## src/rtl/slt_32bit_core.sv

```systemverilog
// Signed set-on-less-than for the MiniMIPS ALU (SLT/SLTI).
// The comparison uses a ripple subtractor with overflow correction. The result is registered with one-cycle latency.
module slt_32bit_core #(
  parameter int unsigned WIDTH = 32
) (
  input  logic             clk,
  input  logic             reset_n,
  input  logic             in_valid,
  input  logic [WIDTH-1:0] value1,
  input  logic [WIDTH-1:0] value2,
  output logic             out_valid,
  output logic [WIDTH-1:0] slt
);

  logic [WIDTH-1:0] value2_inv;
  logic [WIDTH-1:0] diff;
  logic [WIDTH-1:0] carry;
  logic             ovf_c;
  logic             less_c;

  assign value2_inv = ~value2;
  assign carry[0]   = 1'b1;

  // value1 + ~value2 + 1 as a chain of full adders; the final carry-out is not needed
  for (genvar i = 0; i < WIDTH; i++) begin : g_fa
    assign diff[i] = value1[i] ^ value2_inv[i] ^ carry[i];
    if (i < WIDTH - 1) begin : g_carry
      assign carry[i+1] = (value1[i] & value2_inv[i]) |
                          (carry[i] & (value1[i] ^ value2_inv[i]));
    end
  end

  // Sign of the difference, corrected when operands of opposite sign overflow
  assign ovf_c  = (value1[WIDTH-1] ^ value2[WIDTH-1]) & (value1[WIDTH-1] ^ diff[WIDTH-1]);
  assign less_c = diff[WIDTH-1] ^ ovf_c;

  always_ff @(posedge clk) begin
    if (!reset_n) begin
      slt       <= '0;
      out_valid <= 1'b0;
    end else if (in_valid) begin
      slt       <= {{(WIDTH-1){1'b0}}, less_c};
      out_valid <= 1'b1;
    end else begin
      out_valid <= 1'b0;
    end
  end

endmodule

```

## config.mk

```make
export PLATFORM = sky130hd
export DESIGN_NAME = slt_32bit_core
export DESIGN_NICKNAME = d
export VERILOG_FILES = /design/src/rtl/slt_32bit_core.sv
export SDC_FILE = /design/constraint.sdc
export NUM_CORES = 1
export LEC_CHECK = 0
export ABC_AREA = 1
export ABC_CLOCK_PERIOD_IN_PS = 4900
export BUFFER_PORTS_ARGS = -buffer_cell sky130_fd_sc_hd__buf_4
export CAP_MARGIN = 20
export CORE_MARGIN = 2
export CORE_UTILIZATION = 39
export CTS_CLUSTER_DIAMETER = 60
export DETAILED_ROUTE_END_ITERATION = 12
export PLACE_DENSITY = 0.82
export SETUP_SLACK_MARGIN = 0.4
export SLEW_MARGIN = 40
export SYNTH_ARGS = -nofsm -noshare
export SYNTH_HDL_FRONTEND = slang
export SYNTH_SLANG_ARGS = --single-unit
```

## constraint.sdc

```tcl
create_clock -name clk -period 4.9 [get_ports clk]
set_input_delay 0.49 -clock clk [delete_from_list [all_inputs] [get_ports clk]]
set_output_delay 0.49 -clock clk [all_outputs]
set_load 0.02 [all_outputs]
```

; ---- Word level (Yosys, flattened, before mapping)
; Cells that the tools add are included.
[op_classes]
mux = 1
bitwise = 130
[ops]
columns = cell, count
row1 = $and A1 B1 Y1, 62
row2 = $xor A1 B1 Y1, 36
row3 = $not A32 Y32, 1
row4 = $or A1 B1 Y1, 31
row5 = $mux W1, 1
[totals]
regBits = 2
inputBits = 67
elab_cells = 133

; ---- Logic depth before layout (Yosys ltp)
; Gate-level depths: netlist of run 1.
[depth]
depth_word = 67
mapped_depth = 64
depth_no_buf = 64

; ---- Worst setup path before layout of run 1
; No wires, ideal clock.
[synth_path]
path_type = input-to-reg
startpoint = in value2[1]
endpoint = reg slt[0]
setup_time_ps = 119
t_arrival_ps = 3689
t_required_ps = 4781
slack_ps = 1091
stages = 64
cell_sequence = inv_1 -> ha_1 -> nand2_1 -> nand2_1 -> nand2_1 -> nand2_1 -> nand2_1 -> nand2_1 -> nand2_1 -> nand2_1 -> nand2_1 -> nand2_1 -> nand2_1 -> nand2_1 -> nand2_1 -> nand2_1 -> nand2_1 -> nand2_1 -> [... 28 more ...] -> nand2_1 -> nand2_1 -> nand2_1 -> nand2_1 -> nand2_1 -> nand2_1 -> nand2_1 -> nand2_1 -> nand2_1 -> nand2_1 -> nand2_1 -> nand2_1 -> nand2_1 -> nand2_1 -> a21oi_2 -> fa_1 -> inv_1 -> a21oi_1
[synth_via]
elab_chain_len = 66
elab_cells_between_ends = 67
cone_classes = bitwise: 67
[synth_rtl]
columns = item, line_no
row1 = start: declaration, 10  ; input logic [WIDTH-1:0] value2,
row2 = $not A32 Y32 (*), 21  ; assign value2_inv = ~value2;
row3 = $xor A1 B1 Y1, 29  ; (carry[i] & (value1[i] ^ value2_inv[i]));
row4 = $and A1 B1 Y1, 29
row5 = $or A1 B1 Y1 (*), 28  ; assign carry[i+1] = (value1[i] & value2_inv[i]) |
row6 = $and A1 B1 Y1 (*), 29
row7 = $or A1 B1 Y1 (*), 28
row8 = $and A1 B1 Y1 (*), 29
row9 = $or A1 B1 Y1 (*), 28
row10 = [... 51 more ...], n/a
row11 = $or A1 B1 Y1 (*), 28
row12 = $and A1 B1 Y1 (*), 29
row13 = $or A1 B1 Y1 (*), 28
row14 = $xor A1 B1 Y1 (*), 26  ; assign diff[i] = value1[i] ^ value2_inv[i] ^ carry[i];
row15 = $xor A1 B1 Y1, 34  ; assign ovf_c = (value1[WIDTH-1] ^ value2[WIDTH-1]) & (value1[WIDTH-1] ^ diff[WIDTH-1]);
row16 = $and A1 B1 Y1, 34
row17 = $xor A1 B1 Y1 (*), 35  ; assign less_c = diff[WIDTH-1] ^ ovf_c;
row18 = net less_c, 19  ; logic less_c;
row19 = end signal: assignment, 42  ; slt <= {{(WIDTH-1){1'b0}}, less_c};
row20 = end: declaration, 12  ; output logic [WIDTH-1:0] slt
; The timed path passes the listed nets; every way through them passes the cells marked *.
; A chain may end at the register's enable or synchronous reset.

; ---- Worst setup path in the final report of run 1
[layout_path]
startpoint = in value1[1]
endpoint = reg slt[0]
[layout_via]
elab_chain_len = 65
elab_cells_between_ends = 66
cone_classes = bitwise: 66
[layout_rtl]
columns = item, line_no
row1 = start: declaration, 9  ; input logic [WIDTH-1:0] value1,
row2 = $xor A1 B1 Y1, 29
row3 = $and A1 B1 Y1, 29
row4 = $or A1 B1 Y1 (*), 28
row5 = $and A1 B1 Y1 (*), 29
row6 = $or A1 B1 Y1 (*), 28
row7 = $and A1 B1 Y1 (*), 29
row8 = $or A1 B1 Y1 (*), 28
row9 = $and A1 B1 Y1 (*), 29
row10 = [... 50 more ...], n/a
row11 = $or A1 B1 Y1 (*), 28
row12 = $and A1 B1 Y1 (*), 29
row13 = $or A1 B1 Y1 (*), 28
row14 = $xor A1 B1 Y1 (*), 26
row15 = $xor A1 B1 Y1, 34
row16 = $and A1 B1 Y1, 34
row17 = $xor A1 B1 Y1 (*), 35
row18 = net less_c, 19
; Marked as above.

==> reports/results.tsv, run 1 <==
metric	value	unit
crit_family	simple AND/OR/NAND/NOR gates	
die_w	58.4	um
p_per_area	107	nW/um^2
fin_skew	0	ns
outcome	finished, final reports clean	
vias	1111	
finalMaxSlewViolations	0	
h-tree-depth	1	
postCtsSetupRepairBufs	0	
final_common_cell	buf_4	
cp_slowest_stage_delay	0.33	ns
antenna_cells	0	
grt_overflow	0	
worst_hold_path_type	in2reg	
rsz0062_at_grt	yes	
min_period	4.00	ns
row_count	19	
synth_compound_area_frac	0.0163	
io_buffers	68	
wire_per_inst	6.95	um
cts.sinks	2	
cts_root_buf	clkbuf_4	
first_iter_violations	18	
synth_cells	191	
synth_fa_ha_area_frac	0.343	
total_power	0.000172	W
final_util	0.578	
critPathArrivalTime	4.10	ns
fin_cells	292	
post-dp-hpwl	1.97	mm
ir_drop	0.0872	mV
p_int	0.000103	W
antenna_found_initial	0	
worstPathMaxFanout	1	
sw_frac_of_total	0.401	
gp_congestion	0.755	
postSynthAreaPerCell	6.03	sq um
synth_top_family_by_area	buffers and inverters	
fp.coreArea	2780	sq um
crit_top_cell	nand2_1	
post-place-ws	0.597	ns
synth-simple-area-share	0.195	
synth_mux_area_frac	0	
start_kind	primary input	
synthDominantAreaCellType	ha_1	
grt_usage	0.116	
fin_crit_sh	0.817	
required	5.00	ns
final_nets	361	
synth_cell_types	10	
synthXorXnorAreaFrac	0	
syn_area	1150	sq um
maxCapViolations	0	
power_leakage	1.16	nW
placed_cells	289	
post_cts_resized	0	
tns	0	ns
vias_per_cell	3.80	
dieArea	3410	sq um
drc	0	
clock_latency	0.22	ns
grt_max_degree	4	
die_h	58.4	um
path_clk_slew	0.03	ns
cts_hold_buf	0	
clock_power_share	0.203	
finalWirelength	2.03	mm
clock.fmax	250	MHz
cts_buffers	3	
ys_ff_latch	2	
cp-end-kind	flip-flop	
pwr-share-seq	0.104	
hold_viol	0	
drive_above_1_share	0.284	
initial_core_util	0.414	
critPathKind	in2reg	
grt_pass1_vias	911	
yosysSeqAreaShare	0.0347	
slowest_stage	fa_2	
reg2reg_slack	4.30	ns
fillerInstances	277	
clockBufferDepth	2	
firstDrtPassIters	2	
finalSetupViolCount	0	
final_cell_mix	buf_4, inv_1, nand2_1	
p_comb_frac	0.693	
switchingPower	0.0000690	W
synth_area_leaders	ha_1, inv_1, buf_4	
ys_warn_count	0	
cts_tree	built	
drtAntennaViolNets	0	
grt_pass1_wl	3.20	mm
synth_top_area_frac	0.326	
setup_slack	0.899	ns
pin_count	100	
areaGrowthSynthToFinish	39.4	%
critPathBufInv	2	
-- routing by layer --
layer	part of all wire	global-route usage
met1	0.38	0.119
met2	0.47	0.218
met3	0.15	0.0418
met4	0	0.0299
met5	0	0
-- cells by family (layout without fill, tap and decap cells) --
logic type,after synthesis,in the layout
and+or+nand+nor,60,60
other,1,31
adders and majority gates,31,31
DFF,2,2
AOI/OAI and AO/OA,3,3
buffers and inverters,94,134
-- Yosys cell counts --
library cell and instances:
inv_1 63, nand2_1 60, buf_4 31, ha_1 30
dfxtp_1 2, a21oi_1 1, a21oi_2 1, conb_1 1
fa_1 1, o21ai_0 1
-- final timing paths --
path / cells after the start / from / end
worst min-delay path: 2 / in_valid / slt[0]
worst min register to register: 2 / slt[0] / slt[0]
worst max-delay path: 64 / value1[1] / slt[0]
worst max register to register: 2 / slt[0] / slt[0]
-- power by group through the flow --
stage	sequential, W	clock [W]	combinational [W]
CTS	0.0000179	0.0000359	0.000121
detailed placement	0.0000181	0	0.000120
finish	0.0000179	0.0000350	0.000119
global route	0.0000179	0.0000377	0.000139
global placement	0.0000181	0	0.000117
floorplan	0.0000195	0	0.0000863
-- state kept, by name (all words and copies together) (netlist names) --
signal / cells
slt: 1
out_valid: 1
-- area by class of cell --
class | instances | area [sq um] | area share
Inverter | 63 | 236 | 0.147
Multi-Input combinational cell | 125 | 758 | 0.472
Tap cell | 31 | 38.8 | 0.0241
Sequential cell | 2 | 40.0 | 0.0249
Timing Repair Buffer | 68 | 510 | 0.318
Clock buffer | 3 | 22.5 | 0.0140
-- metrics by stage --
stage / cell area [sq um] / hold WS, ns
after CTS: 1600 / 0.466
after global routing: 1610 / 0.471
after detailed placement: 1580 / 0.528
final: 1610 / 0.468
after floorplan: 1260 / 0.583
after global placement: 1580 / 0.523
(Power assumes the default switching activity.)
==> run 2, diff against run 1 <==
ABC_CLOCK_PERIOD_IN_PS = 4100   (was 4900)
clock period = 4.1 ns   (was 4.9 ns; I/O delays follow)
==> reports/results.tsv, run 2 (synthesized netlist as in run 1, its figures left out) <==
metric	value	unit
worst_hold_path_type	in2reg	
min_to	slt[0]	
pin_count	100	
cts_hold_buf	0	
grt_usage	0.131	
crit_start	value1[1]	
cts_buffers	3	
rsz0062_at_grt	yes	
crit_top_cell	nand2_1	
fin_skew	0	ns
drive_above_1_share	0.284	
critPathKind	in2reg	
clock.fmax	257	MHz
finalSetupViolCount	0	
dieArea	3410	sq um
ff2ff_path_depth	2	
grt_pass1_wl	3.61	mm
start_kind	primary input	
wire_per_inst	6.93	um
first_iter_violations	14	
final_nets	361	
drtAntennaViolNets	0	
hp-start	in_valid	
post-place-ws	-0.0690	ns
clock_latency	0.22	ns
ir_drop	0.0916	mV
final_common_cell	buf_4	
clockBufferDepth	2	
fin_crit_sh	0.948	
fillerInstances	281	
cp-end-kind	flip-flop	
grt_pass1_vias	1068	
top_regs	out_valid x1, slt x1	
hold_viol	0	
grt_overflow	0	
drc	0	
cp_slowest_stage_delay	0.33	ns
dpl_cell_area	1580	sq um
row_count	19	
required	4.21	ns
min_period	3.89	ns
finalWirelength	2.03	mm
path_clk_slew	0.03	ns
h-tree-depth	1	
worst_hold_path.num_cells	2	
setup_slack	0.212	ns
antenna_cells	0	
fin_area	1610	sq um
die_w	58.4	um
cts_tree	built	
worstPathMaxFanout	1	
slowest_stage	fa_2	
antenna_found_initial	0	
p_per_area	129	nW/um^2
post-dp-hpwl	1.92	mm
grt_max_degree	4	
r2r-end	slt[0]	
final_cell_mix	buf_4, inv_1, nand2_1	
die_h	58.4	um
hold_ws	0.379	ns
critPathArrivalTime	4.00	ns
areaGrowthSynthToFinish	39.4	%
maxCapViolations	0	
vias_per_cell	3.83	
reg2reg_from	slt[0]	
postCtsSetupRepairBufs	0	
outcome	finished, final reports clean	
cts_root_buf	clkbuf_4	
fp.coreArea	2780	sq um
cts.sinks	2	
power_leakage	1.16	nW
firstDrtPassIters	2	
initial_core_util	0.414	
gp_congestion	0.753	
io_buffers	68	
reg2reg_slack	3.48	ns
finalMaxSlewViolations	0	
vias	1117	
[run 2: cell counts in the layout (fill, tap and decap cells not counted)]
No cell type changed its count.
[run 2: power by group]
| part | switching, W | total (W) | internal [W] |
|---|---|---|---|
| Combinational | 0.0000721 | 0.000142 | 0.0000700 |
| Sequential | 0.000000529 | 0.0000215 | 0.0000210 |
| Clock | 0.0000106 | 0.0000428 | 0.0000322 |
[run 2: how the worst max path moves through the flow]
| stage | end | depth (start not counted) |
|---|---|---|
| 2_1_floorplan | slt[0] | 64 |
| 3_3_place_gp | slt[0] | 64 |
| 3_5_place_dp | slt[0] | 64 |
| 4_1_cts | slt[0] | 64 |
| 5_1_grt | slt[0] | 65 |
| 6_report | slt[0] | 64 |
[run 2: worst max-delay path: cells and delay by family]
family	cells	cell delay, ns
and+or+nand+nor	58	2.71
AOI/OAI and AO/OA	2	0.11
adders and majority gates	2	0.60
buffers and inverters	2	0.16
[run 2: stage by stage]
step | util | power (W) | cells | setup TNS [ns]
CTS | 0.578 | 0.000210 | 292 | 0
global route | 0.578 | 0.000236 | 292 | -0.524
floorplan | - | 0.000127 | 221 | 0
global placement | 0.570 | 0.000161 | 289 | 0
finish | 0.578 | 0.000206 | 292 | 0
detailed placement | 0.570 | 0.000164 | 289 | -0.0690
[run 2: final cells by class]
class                   count  area (sq um)  share of cell area
clock buffers               3          22.5              0.0140
inverters                  63           236               0.147
multi-input cells         125           758               0.472
flip-flops and latches      2          40.0              0.0249
well taps                  31          38.8              0.0241
repair buffers             68           510               0.318
[run 2: metal layers]
layer / global-route usage / up-vias / wire length, um
met1: 0.140 / 437 / 787
met4: 0.0598 / 0 / 11
met3: 0.0374 / 2 / 294
met2: 0.238 / 59 / 931
met5: 0 / - / 0
li1: - / 619 / -
[run 2: timing repair]
| action | in CTS | in global routing |
|---|---|---|
| hold endpoints to repair | 0 | 0 |
| endpoints found under the setup margin | 1 | 1 |
| gates resized for setup | 0 | 1 |
| pin swaps | 1 | 1 |
==> run 3, diff against run 2 <==
CAP_MARGIN = default   (was 20)
PLACE_DENSITY = 0.84   (was 0.82)
==> reports/results.tsv, run 3 (synthesized netlist as in run 1, its figures left out) <==
metric	value	unit
p_comb_frac	0.687	
min_period	3.87	ns
hold_viol	0	
pin_count	100	
finalSetupViolCount	0	
ff2ff_path_depth	2	
post-dp-hpwl	2.00	mm
cp_slowest_stage_delay	0.33	ns
cts_hold_buf	0	
clock_latency	0.22	ns
r2r-end	slt[0]	
grt_max_degree	4	
cts_tree	built	
sw_frac_of_total	0.406	
vias_per_cell	3.89	
antenna_found_initial	0	
clock_power_share	0.210	
critPathArrivalTime	3.97	ns
grt_usage	0.127	
initial_core_util	0.414	
top_regs	out_valid x1, slt x1	
power_leakage	1.16	nW
rsz0062_at_grt	yes	
worst_hold_path.num_cells	2	
pwr-share-seq	0.103	
dieArea	3410	sq um
wire_per_inst	7.21	um
grt_pass1_wl	3.56	mm
clockBufferDepth	2	
reg2reg_from	slt[0]	
finalMaxSlewViolations	0	
critPathKind	in2reg	
fin_area	1620	sq um
maxCapViolations	0	
vias	1136	
finalWirelength	2.10	mm
reg2reg_slack	3.48	ns
worstPathMaxFanout	1	
clock.fmax	259	MHz
cp-end-kind	flip-flop	
die_h	58.4	um
crit_top_cell	nand2_1	
cts_buffers	3	
h-tree-depth	1	
ir_drop	0.124	mV
crit_end	slt[0]	
start_kind	primary input	
grt_pass1_vias	1027	
firstDrtPassIters	3	
crit_start	value1[1]	
final_nets	361	
tns	0	ns
grt_overflow	0	
final_common_cell	buf_4	
gp_congestion	0.727	
fp.coreArea	2780	sq um
cts.sinks	2	
io_buffers	68	
drive_above_1_share	0.291	
fin_crit_sh	0.943	
final_cell_mix	buf_4, inv_1, nand2_1	
worst_hold_path_type	in2reg	
slowest_stage	fa_2	
cts_root_buf	clkbuf_4	
drc	0	
drtAntennaViolNets	0	
fin_skew	0	ns
first_iter_violations	31	
hold_ws	0.386	ns
areaGrowthSynthToFinish	40.5	%
total_power	0.000209	W
row_count	19	
required	4.20	ns
path_clk_slew	0.03	ns
p_int	0.000124	W
dpl_cell_area	1580	sq um
antenna_cells	0	
outcome	finished, final reports clean	
die_w	58.4	um
switchingPower	0.0000849	W
p_per_area	129	nW/um^2
[run 3: cell count changes in the layout (fill, tap and decap cells not counted)]
cell / before / now
inv_1: 62 / 61
inv_2: 1 / 2
ha_4: 0 / 1
ha_1: 30 / 29
[run 3: power by group through the flow]
stage / combinational [W] / sequential [W] / clock (W)
final: 0.000144 / 0.0000214 / 0.0000439
after global placement: 0.000139 / 0.0000216 / 0
after global routing: 0.000168 / 0.0000216 / 0.0000513
after CTS: 0.000144 / 0.0000214 / 0.0000453
after detailed placement: 0.000143 / 0.0000217 / 0
after floorplan: 0.000103 / 0.0000234 / 0
[run 3: metrics by stage]
step / setup slack (ns) / instances / util
2_1_floorplan: 0.399 / 221 / -
3_3_place_gp: -0.0187 / 289 / 0.570
5_1_grt: -0.477 / 292 / 0.582
4_1_cts: 0.150 / 292 / 0.578
3_5_place_dp: -0.0604 / 289 / 0.570
6_report: 0.234 / 292 / 0.582
[run 3: per-layer routing]
metal	track usage	routed length (um)	up-vias	share of wire
li1	-	-	619	-
met1	0.142	782	461	0.37
met2	0.246	1050	56	0.50
met3	0.0286	268	0	0.13
met4	0.0199	0	0	0
met5	0	0	-	0
[run 3: final cells by class]
| cell class | count | area (sq um) |
|---|---|---|
| fillers | 277 | 1160 |
| multi-input cells | 125 | 771 |
| repair buffers | 68 | 510 |
| inverters | 63 | 236 |
| flip-flops and latches | 2 | 40.0 |
| well taps | 31 | 38.8 |
| clock buffers | 3 | 22.5 |
[run 3: worst min-delay path by stage]
stage / from / endpoint / slack, ns
finish: in_valid / slt[0] / 0.39
global route: reset_n / out_valid / 0.38
detailed placement: slt[0] / slt[0] / 0.54
CTS: reset_n / out_valid / 0.38
floorplan: in_valid / out_valid / 0.50
global placement: slt[0] / slt[0] / 0.53
[run 3: critical path: cells and delay by family]
family                     cells  cell delay, ns
AOI/OAI and AO/OA              2            0.11
and+or+nand+nor               58            2.70
buffers and inverters          2            0.17
adders and majority gates      2            0.57
[run 3: timing repair]
action	CTS	global route
setup buffers	0	0
pin swaps	1	3
endpoints found under the setup margin	1	1
gates resized for setup	0	3
